<file path="src/rtl/mixed_opcode_scheduler_if.sv">
// Request/command bundle for mixed_opcode_scheduler.
// The master modport is the scheduler side: it accepts requests and drives the command channel.
// The slave modport is the environment side: the requesters plus the downstream consumer.
interface mixed_opcode_scheduler_if #(
  parameter int unsigned NUM_REQ = 2,
  parameter int unsigned SRC_W   = $clog2(NUM_REQ)
);
  logic [NUM_REQ-1:0]   req_valid;
  logic [NUM_REQ-1:0]   req_ready;
  logic [NUM_REQ*3-1:0] req_opcode;
  logic [NUM_REQ*6-1:0] req_index;
  logic                 cmd_valid;
  logic                 cmd_ready;
  logic [8:0]           cmd_tag;
  logic [2:0]           cmd_op;
  logic [SRC_W-1:0]     cmd_src;
  logic                 rd_done;
  logic [3:0]           rd_credits;
  logic                 err_opcode;

  modport master (
    input  req_valid, req_opcode, req_index, cmd_ready, rd_done,
    output req_ready, cmd_valid, cmd_tag, cmd_op, cmd_src, rd_credits, err_opcode
  );

  modport slave (
    output req_valid, req_opcode, req_index, cmd_ready, rd_done,
    input  req_ready, cmd_valid, cmd_tag, cmd_op, cmd_src, rd_credits, err_opcode
  );
endinterface

</file>
<file path="src/rtl/mixed_opcode_scheduler.sv">
// Round-robin scheduler that maps (opcode, index) requests onto one command channel,
// limits outstanding READs with a credit counter and stalls the channel for WAIT commands.
// Optional per-opcode handshake counters are built when MIXED_OPCODE_SCHED_STATS_EN is defined.
module mixed_opcode_scheduler #(
  parameter int unsigned NUM_REQ    = 2,
  parameter int unsigned MAX_RD_OUT = 4,
  parameter int unsigned SRC_W      = $clog2(NUM_REQ)
) (
  input  logic                 clk,
  input  logic                 rst_n,
`ifdef MIXED_OPCODE_SCHED_STATS_EN
  input  logic                 stat_clr,
  output logic [5*16-1:0]      stat_cnt,
`endif
  mixed_opcode_scheduler_if.master bus
);

  localparam logic [2:0] OpRead = 3'd0;
  localparam logic [2:0] OpWait = 3'd2;
  localparam logic [2:0] OpTrim = 3'd4;
  localparam logic [3:0] MaxCred = 4'(MAX_RD_OUT);

  typedef enum logic [1:0] {StArb, StSend, StWaitCnt, StErr} state_e;

  state_e           state_q, state_d;
  logic [SRC_W-1:0] ptr_q, ptr_d;
  logic [SRC_W-1:0] src_q, src_d;
  logic [2:0]       op_q, op_d;
  logic [5:0]       idx_q, idx_d;
  logic [8:0]       tag_q, tag_d;
  logic [5:0]       cnt_q, cnt_d;
  logic             issued_q, issued_d;
  logic [3:0]       credits_q, credits_d;

  logic [NUM_REQ-1:0] eligible;
  logic [NUM_REQ-1:0] req_ready;
  logic               grant_vld;
  logic [SRC_W-1:0]   grant_idx;
  logic [2:0]         sel_op;
  logic [5:0]         sel_idx;
  logic               cmd_valid;
  logic               err_opcode;
  logic               hs;

  function automatic logic [8:0] base_of(input logic [2:0] op);
    logic [8:0] base;
    unique case (op)
      3'd0:    base = 9'h000;
      3'd1:    base = 9'h040;
      3'd2:    base = 9'h080;
      3'd3:    base = 9'h0C0;
      3'd4:    base = 9'h100;
      default: base = 9'h000;
    endcase
    return base;
  endfunction

  // A READ is only a candidate while at least one credit is left.
  always_comb begin
    for (int i = 0; i < NUM_REQ; i++) begin
      eligible[i] = bus.req_valid[i] &&
                    !((bus.req_opcode[3*i +: 3] == OpRead) && (credits_q == 4'd0));
    end
  end

  // Round-robin pick: first eligible requester at or after the pointer.
  always_comb begin
    logic [SRC_W-1:0] cand;
    grant_vld = 1'b0;
    grant_idx = '0;
    cand      = '0;
    for (int k = 0; k < NUM_REQ; k++) begin
      cand = ptr_q + SRC_W'(k);
      if (!grant_vld && eligible[cand]) begin
        grant_vld = 1'b1;
        grant_idx = cand;
      end
    end
    sel_op  = bus.req_opcode[3*grant_idx +: 3];
    sel_idx = bus.req_index[6*grant_idx +: 6];
  end

  // Next-state and output decode.
  always_comb begin
    state_d    = state_q;
    ptr_d      = ptr_q;
    src_d      = src_q;
    op_d       = op_q;
    idx_d      = idx_q;
    tag_d      = tag_q;
    cnt_d      = cnt_q;
    issued_d   = issued_q;
    req_ready  = '0;
    cmd_valid  = 1'b0;
    err_opcode = 1'b0;
    hs         = 1'b0;
    unique case (state_q)
      StArb: begin
        if (grant_vld && rst_n) begin
          req_ready[grant_idx] = 1'b1;
          src_d    = grant_idx;
          op_d     = sel_op;
          idx_d    = sel_idx;
          tag_d    = base_of(sel_op) + {3'b000, sel_idx};
          ptr_d    = grant_idx + SRC_W'(1);
          issued_d = 1'b0;
          if (sel_op == OpWait)     state_d = StWaitCnt;
          else if (sel_op > OpTrim) state_d = StErr;
          else                      state_d = StSend;
        end
      end
      StSend: begin
        cmd_valid = 1'b1;
        if (bus.cmd_ready) begin
          hs      = 1'b1;
          state_d = StArb;
        end
      end
      StWaitCnt: begin
        if (!issued_q) begin
          // WAIT itself goes downstream before the idle countdown starts.
          cmd_valid = 1'b1;
          if (bus.cmd_ready) begin
            hs = 1'b1;
            if (idx_q == 6'd0) begin
              state_d = StArb;
            end else begin
              issued_d = 1'b1;
              cnt_d    = idx_q;
            end
          end
        end else begin
          cnt_d = cnt_q - 6'd1;
          if (cnt_q == 6'd1) state_d = StArb;
        end
      end
      StErr: begin
        err_opcode = 1'b1;
        state_d    = StArb;
      end
      default: state_d = StArb;
    endcase
  end

  // Credit counter: READ handshake consumes, rd_done returns (ignored when none outstanding).
  always_comb begin
    logic rd_hs;
    logic rd_ok;
    rd_hs     = hs && (op_q == OpRead);
    rd_ok     = bus.rd_done && (credits_q != MaxCred);
    credits_d = credits_q;
    if (rd_hs && !rd_ok)      credits_d = credits_q - 4'd1;
    else if (rd_ok && !rd_hs) credits_d = credits_q + 4'd1;
  end

  // State and command registers with synchronous reset.
  always_ff @(posedge clk) begin
    if (!rst_n) begin
      state_q   <= StArb;
      ptr_q     <= '0;
      src_q     <= '0;
      op_q      <= '0;
      idx_q     <= '0;
      tag_q     <= '0;
      cnt_q     <= '0;
      issued_q  <= 1'b0;
      credits_q <= MaxCred;
    end else begin
      state_q   <= state_d;
      ptr_q     <= ptr_d;
      src_q     <= src_d;
      op_q      <= op_d;
      idx_q     <= idx_d;
      tag_q     <= tag_d;
      cnt_q     <= cnt_d;
      issued_q  <= issued_d;
      credits_q <= credits_d;
    end
  end

  assign bus.req_ready  = req_ready;
  assign bus.cmd_valid  = cmd_valid;
  assign bus.cmd_tag    = tag_q;
  assign bus.cmd_op     = op_q;
  assign bus.cmd_src    = src_q;
  assign bus.rd_credits = credits_q;
  assign bus.err_opcode = err_opcode;

`ifdef MIXED_OPCODE_SCHED_STATS_EN
  logic [15:0] stat_q [5];

  // Saturating per-opcode handshake counters; clear beats increment.
  always_ff @(posedge clk) begin
    for (int n = 0; n < 5; n++) begin
      if (!rst_n || stat_clr) begin
        stat_q[n] <= '0;
      end else if (hs && (op_q == 3'(n)) && (stat_q[n] != 16'hFFFF)) begin
        stat_q[n] <= stat_q[n] + 16'd1;
      end
    end
  end

  // Flatten counters onto the output bus.
  always_comb begin
    for (int n = 0; n < 5; n++) stat_cnt[16*n +: 16] = stat_q[n];
  end
`endif

endmodule

</file>
<file path="src/flat_wrapper.sv">
// flat-port wrapper written by rule: the top's interface ports become plain ports
module mixed_opcode_scheduler_flat 
#(
  parameter int unsigned NUM_REQ    = 2,
  parameter int unsigned MAX_RD_OUT = 4,
  parameter int unsigned SRC_W      = $clog2(NUM_REQ)
)
  (clk, rst_n, bus_req_valid, bus_req_opcode, bus_req_index, bus_cmd_ready, bus_rd_done, bus_req_ready, bus_cmd_valid, bus_cmd_tag, bus_cmd_op, bus_cmd_src, bus_rd_credits, bus_err_opcode);
  mixed_opcode_scheduler_if #(.NUM_REQ(NUM_REQ), .SRC_W(SRC_W)) bus_i ();
  input  logic clk;
  input  logic rst_n;
  input wire logic [$bits(bus_i.req_valid)-1:0] bus_req_valid;
  input wire logic [$bits(bus_i.req_opcode)-1:0] bus_req_opcode;
  input wire logic [$bits(bus_i.req_index)-1:0] bus_req_index;
  input wire logic [$bits(bus_i.cmd_ready)-1:0] bus_cmd_ready;
  input wire logic [$bits(bus_i.rd_done)-1:0] bus_rd_done;
  output wire logic [$bits(bus_i.req_ready)-1:0] bus_req_ready;
  output wire logic [$bits(bus_i.cmd_valid)-1:0] bus_cmd_valid;
  output wire logic [$bits(bus_i.cmd_tag)-1:0] bus_cmd_tag;
  output wire logic [$bits(bus_i.cmd_op)-1:0] bus_cmd_op;
  output wire logic [$bits(bus_i.cmd_src)-1:0] bus_cmd_src;
  output wire logic [$bits(bus_i.rd_credits)-1:0] bus_rd_credits;
  output wire logic [$bits(bus_i.err_opcode)-1:0] bus_err_opcode;
  assign bus_i.req_valid = bus_req_valid;
  assign bus_i.req_opcode = bus_req_opcode;
  assign bus_i.req_index = bus_req_index;
  assign bus_i.cmd_ready = bus_cmd_ready;
  assign bus_i.rd_done = bus_rd_done;
  assign bus_req_ready = bus_i.req_ready;
  assign bus_cmd_valid = bus_i.cmd_valid;
  assign bus_cmd_tag = bus_i.cmd_tag;
  assign bus_cmd_op = bus_i.cmd_op;
  assign bus_cmd_src = bus_i.cmd_src;
  assign bus_rd_credits = bus_i.rd_credits;
  assign bus_err_opcode = bus_i.err_opcode;
  mixed_opcode_scheduler #(.NUM_REQ(NUM_REQ), .MAX_RD_OUT(MAX_RD_OUT), .SRC_W(SRC_W)) u_core (.clk(clk), .rst_n(rst_n), .bus(bus_i));
endmodule
</file>
<file path="config.mk">
export PLATFORM = sky130hd
export DESIGN_NAME = mixed_opcode_scheduler_flat
export DESIGN_NICKNAME = d
export VERILOG_FILES = /design/src/rtl/mixed_opcode_scheduler_if.sv /design/src/rtl/mixed_opcode_scheduler.sv /design/src/flat_wrapper.sv
export SDC_FILE = /design/constraint.sdc
export NUM_CORES = 1
export LEC_CHECK = 0
export ABC_AREA = 1
export BUFFER_PORTS_ARGS = -buffer_cell sky130_fd_sc_hd__buf_2
export CORE_UTILIZATION = 47
export CTS_CLUSTER_SIZE = 20
export DETAILED_ROUTE_END_ITERATION = 7
export PLACE_DENSITY = 0.77
export SETUP_SLACK_MARGIN = 0.4
export SLEW_MARGIN = 10
export SYNTH_ARGS = -nofsm -noshare
export SYNTH_HDL_FRONTEND = slang
export SYNTH_SLANG_ARGS = --single-unit
</file>
<file path="constraint.sdc">
create_clock -name clk -period 2.1 [get_ports clk]
set_input_delay 0.63 -clock clk [delete_from_list [all_inputs] [get_ports clk]]
set_output_delay 0.63 -clock clk [all_outputs]
set_load 0.05 [all_outputs]
</file>
# Word level (Yosys, flattened, before mapping)
# Cells that the tools add are included.
# totals
regBits	33
latch_bits	0
ram_bits	0
romBits	0
elab_cells	108
n_memories	0
# classes
n_addsub	6
mul	2
div	0
magnitude_cmp	5
eq_ne	15
n_shift	2
n_mux	40
bitwise_logic	0
n_reduce_logical	29
# ops
op	count
9-bit one-hot mux with 4 select lines	1
2-bit 2-to-1 mux	10
6-bit 2-to-1 mux	3
9-bit 2-to-1 mux	2
1-bit 2-to-1 mux	17
12-bit by 5-bit indexed part select with 6-bit output	1
1-bit logical AND	11
9-bit by 6-bit adder with 9-bit output	1
3-bit logical NOT	3
4-bit 2-to-1 mux	2
2-bit one-hot mux with 4 select lines	1
3-bit by 2-bit equality test with 1-bit output (second input constant)	2
6-bit by 1-bit equality test with 1-bit output (second input constant)	1
6-bit logical NOT	1
1-bit by 2-bit < comparator with 1-bit output (second input constant)	3
2-bit by 1-bit multiplier with 3-bit output (first input constant)	2
1-bit one-hot mux with 2 select lines	3
2-bit nonzero test	3
6-bit by 4-bit indexed part select with 3-bit output	1
6-bit by 1-bit subtractor with 6-bit output (second input constant)	1
1-bit logical NOT	5
5-bit AND reduction	1
4-bit by 1-bit adder with 4-bit output (second input constant)	1
2-bit equality test (second input constant)	2
18 further kinds	21

# Depth between registers and ports, before layout
# logic_depth
ltp_word	17
depth_mapped	16
depth_no_buf	16

# Worst setup path before layout
# Ideal clock, no wire load.
# synth_path
path_type	flip-flop to output port
startpoint	reg u_core.credits_q[2], in the netlist u_core.bus.rd_credits[2]
endpoint	out bus_req_ready[0]
arrival_ps	1674
t_required_ps	1470
path_slack_ps	-204
path_stages_with_launch	9
n_path_buf	0
path_cell_list	dfxtp_1 nor2_1 nand2_2 inv_2 nand2_1 nand2_1 nand2_2 nand3_4 a21oi_4
# synth_via
elab_chain_cells	16
elab_cells_between_ends	25
classes_between	order compare: 2; mux: 12; reduce/logical: 11
# synth_lines
item	line	text
start, declared	mixed_opcode_scheduler.sv:33	logic [3:0] credits_q, credits_d;
start signal, assigned	mixed_opcode_scheduler.sv:167	credits_q <= MaxCred;
start signal, assigned	mixed_opcode_scheduler.sv:177	credits_q <= credits_d;
4-bit logical NOT (*)	mixed_opcode_scheduler.sv:62	!((bus.req_opcode[3*i +: 3] == OpRead) && (credits_q == 4'd0));
1-bit logical AND	mixed_opcode_scheduler.sv:62	
1-bit logical NOT	mixed_opcode_scheduler.sv:62	
1-bit logical AND	mixed_opcode_scheduler.sv:61	eligible[i] = bus.req_valid[i] &&
1-bit 2-to-1 mux (implied by the code) (2 in a row)	mixed_opcode_scheduler.sv:74	if (!grant_vld && eligible[cand]) begin
1-bit 2-to-1 mux	mixed_opcode_scheduler.sv:74	
1-bit logical NOT	mixed_opcode_scheduler.sv:74	
1-bit logical AND	mixed_opcode_scheduler.sv:74	
1-bit 2-to-1 mux	mixed_opcode_scheduler.sv:74	
1-bit by 2-bit < comparator with 1-bit output (implied by the code) or 1-bit greater-or-equal comparator (tied branches)	mixed_opcode_scheduler.sv:100	req_ready[grant_idx] = 1'b1;
1-bit logical AND (implied by the code)	mixed_opcode_scheduler.sv:100	
1-bit 2-to-1 mux (implied by the code)	mixed_opcode_scheduler.sv:100	
1-bit demux with 1-bit select	--	
2-bit 2-to-1 mux (*)	mixed_opcode_scheduler.sv:99	if (grant_vld && rst_n) begin
2-bit 2-to-1 mux (*)	mixed_opcode_scheduler.sv:97	unique case (state_q)
end, declared	flat_wrapper.sv:17	output wire logic [$bits(bus_i.req_ready)-1:0] bus_req_ready;
# Every way passes the cells marked *; elsewhere a longest branch is shown, timed or not. The select of a mux whose other input is x is not followed.

# Final worst setup path
# Ends and elaborated chain as after synthesis.

==> key figures <==
Run status
  – Status: finished, violations left
  – Failing checks: negative setup slack

Synthesis
  – Post-Synthesis Cells: roughly 240
  – Mapped Area: 0.00167 mm²
  – Area share of the largest cell type after synthesis: between 30% and 40%
  – Netlist cell types: 34
  – Synth area leader: dfxtp_1
  – Synth warnings: 0
  – Seq/Total Area, Yosys: between 30% and 40%
  – Top post-synthesis cells by area: dfxtp_1 (32%), nand2_1 (14%), ha_1 (7.5%), inv_1 (6.3%), a21oi_1 (4.8%)
  – Syn Nets: 273
  – #FFs+latches synth: 27
  – Mean cell area of the mapped netlist: 7.03 µm²

Cells and area
  – Final core occ: 77.8%
  – Layout cells sized above 1: between 40% and 50%
  – P&R area growth vs syn: 56.3%
  – Antenna diodes: 0
  – Nets@finish: 359
  – Fillers: ~230

Floorplan
  – I/O pins: 45
  – DIE WIDTH: 61.7 µm
  – Die area: 0.00380 mm²
  – Chip height: 61.7 µm
  – # rows: 21
  – Core area: 0.00336 mm²
  – Initial Util: between 40% and 50%

Power
  – Sequential share of power: 23.4%
  – Switching share of power: roughly half
  – Combinational Power Share: 69.3%
  – Peak VDD IR: 0.000789 V
  – Leakage: around 0.0012 µW
  – Pwr per Cell Area: 1250 mW/mm²
  – Clock group share of total power: around 7%
  – Sw power: ~1600 µW
  – Cell-internal power: 1660 µW

STA
  – Final worst slack: -0.171 ns
  – Layout Skew: 0.00208 ns
  – Count of final hold-check violations: 0
  – Final min period: approximately 2.3 ns
  – Fin crit share: 108%
  – Hold slack: 0.478 ns
  – Worst slew pin tran: 0.327 ns
  – RSZ-0062 raised after global routing: true
  – Fmax: between 400 and 500 MHz
  – Endpoints failing setup: 6
  – Normalized max-slew margin: 78.1%
  – Slew Limit Fails: 0

Drt
  – Final wirelength: 5.86 mm
  – Post-route DRC: 0
  – Via-to-Cell Ratio: 5.44
  – First-pass iteration count of the detailed router: 5
  – Via Count: ~2000
  – Antenna viol nets, final: 0
  – WL/cell: 15.9 µm
  – Initial drt markers: 157

Clocking
  – CTS root buffer: clkbuf_4
  – Clock Path Buffers: 2
  – Cts bufs inserted: 3
  – CTS Sinks: 27
  – CTS H-Tree Depth: 1
  – CTS clk-pin slew, worst paths: roughly 0.15 ns
  – CTS tree: built
  – Post-CTS Hold Buffers: 0
  – Clk_lat worst skew: 0.33 ns

Critical path
  – Critical Path AT: 1.64 ns
  – Critical Path Source Type: flip-flop
  – R2R Setup Slk: -0.11 ns
  – CP Data Required Time: between 1 and 1.5 ns
  – CP endpoint kind: output port
  – CP Class: reg -> out
  – Critical path peak fanout: 3

GRT
  – Vias in the first global route: 1746
  – Grt total ovfl: 0
  – Pin count of the biggest net entering global routing: 16
  – Antenna violations before repair: 0
  – Total GRT Usage: 27.1%
  – Global-route wire length before repair: 7.55 mm

Placed design
  – DP HPWL: 3.39 mm
  – Port buffer count: 44
  – RePlAce Congestion: 0.845

Hold path
  – Worst hold path class: reg -> reg

Flow run
  – MaxCap Viol Count: 0
[area by class of cell]
type / count / area [µm²] / area share, %
clock buffers: 3 / 22.5 / 0.861
clock inverters: 1 / 5.00 / 0.191
flip-flops and latches: 27 / 564 / 21.6
multi-input cells: 174 / 1190 / 45.5
repair buffers: 85 / 646 / 24.7
well taps: 46 / 57.6 / 2.20
inverters: 33 / 131 / 5.02
[power by group through the flow]
stage,logic [µW],registers [µW],clock network [µW]
floorplan,821,975,0
global placement,1480,751,0
detailed placement,1500,754,0
CTS,1760,737,237
global route,2390,774,260
finish,2260,764,236
[placed cells by master, fill, tap and decap left out, types with 7 or more instances in the layout]
master    count
a21oi_1      14
inv_1        21
nand2_2      11
buf_6        10
o21ai_0      10
buf_2        30
dfxtp_1      20
buf_4        35
clkbuf_4      7
nor2_1       16
nand2_1      54
inv_2         8
a31oi_1       7
nand3_1      11
[Yosys cell counts]
| library cell | n |
|---|---|
| nand3b_1 | 1 |
| a31oi_1 | 7 |
| clkinv_1 | 2 |
| nand3_1 | 12 |
| buf_2 | 1 |
| o31ai_1 | 1 |
| o21ai_2 | 1 |
| inv_1 | 28 |
| or2_1 | 1 |
| ha_1 | 10 |
| fa_1 | 1 |
| buf_4 | 1 |
| a22o_1 | 1 |
| xor2_1 | 1 |
| dfxtp_1 | 27 |
| clkbuf_1 | 2 |
| a211oi_1 | 2 |
| nor2_2 | 2 |
| nand4_1 | 3 |
| a21oi_1 | 16 |
| nand2_2 | 6 |
| a21oi_2 | 1 |
| nor3_1 | 1 |
| nor2_8 | 1 |
| nor4_1 | 1 |
| nor2_1 | 20 |
| nand2_1 | 62 |
| inv_2 | 3 |
| nor3_4 | 1 |
| nand3_4 | 2 |
| a21oi_4 | 2 |
| o21ai_1 | 1 |
| nand2_4 | 1 |
| o21ai_0 | 16 |
[flip-flops by register name (all words and copies together) (netlist names)]
register,flops
u_core.bus.rd_credits,4
u_core.cnt_q,6
u_core.state_q,2
u_core.bus.cmd_tag,9
u_core.ptr_q,1
u_core.bus.cmd_op,3
u_core.issued_q,1
u_core.bus.cmd_src,1
[cell families after synthesis]
family          Yosys count  share of synthesized area (%)
xor+xnor                  1                          0.524
buf+inv                  37                           8.60
compound gates           48                           17.4
fa+ha+maj                11                           8.68
flops                    27                           32.3
simple gates            114                           32.5
[path summary, 6_finish.rpt]
check                                              start  cells past startpoint                  endpoint
worst min register to register     u_core.bus.cmd_tag[8]                      2     u_core.bus.cmd_tag[8]
worst max-delay path            u_core.bus.rd_credits[2]                      9          bus_req_ready[0]
worst max register to register         u_core.state_q[0]                     10  u_core.bus.rd_credits[1]
worst min-delay path               u_core.bus.cmd_tag[8]                      2     u_core.bus.cmd_tag[8]
[stage by stage]
step	instances	worst slack (ns)	power [µW]	TNS (ns)	instance area [µm²]
floorplan	238	0.0350	1800	0	1730
global placement	349	-0.172	2230	-0.592	2180
detailed placement	349	-0.188	2260	-0.676	2180
CTS	361	-0.0966	2740	-0.303	2370
global route	369	-0.226	3420	-0.933	2620
finish	369	-0.171	3260	-0.524	2620
[routing by layer]
metal / up-vias / share of wire (%) / global-route usage (%)
met5: - / 0 / 0
met4: 0 / 2.6 / 12.1
met3: 22 / 7.5 / 5.25
met2: 113 / 50 / 45.5
met1: 929 / 39 / 33.5
li1: 943 / - / -
[worst max-delay path, stage by stage (launching register included)]
cell and delay, ns:
dfxtp_4 0.40, nor2_4 0.05, nand2_4 0.10, inv_6 0.05
nand2_2 0.06, nand2_2 0.06, nand2_4 0.08, nand3_4 0.13
a21oi_4 0.20, buf_8 0.17
[what timing repair did]
item,in CTS,in global routing
pin swaps,12,11
gates resized for setup,30,56
endpoints found under the setup margin,9,33
buffers inserted,8,8
No activity file was read; power rests on OpenSTA's default activity.
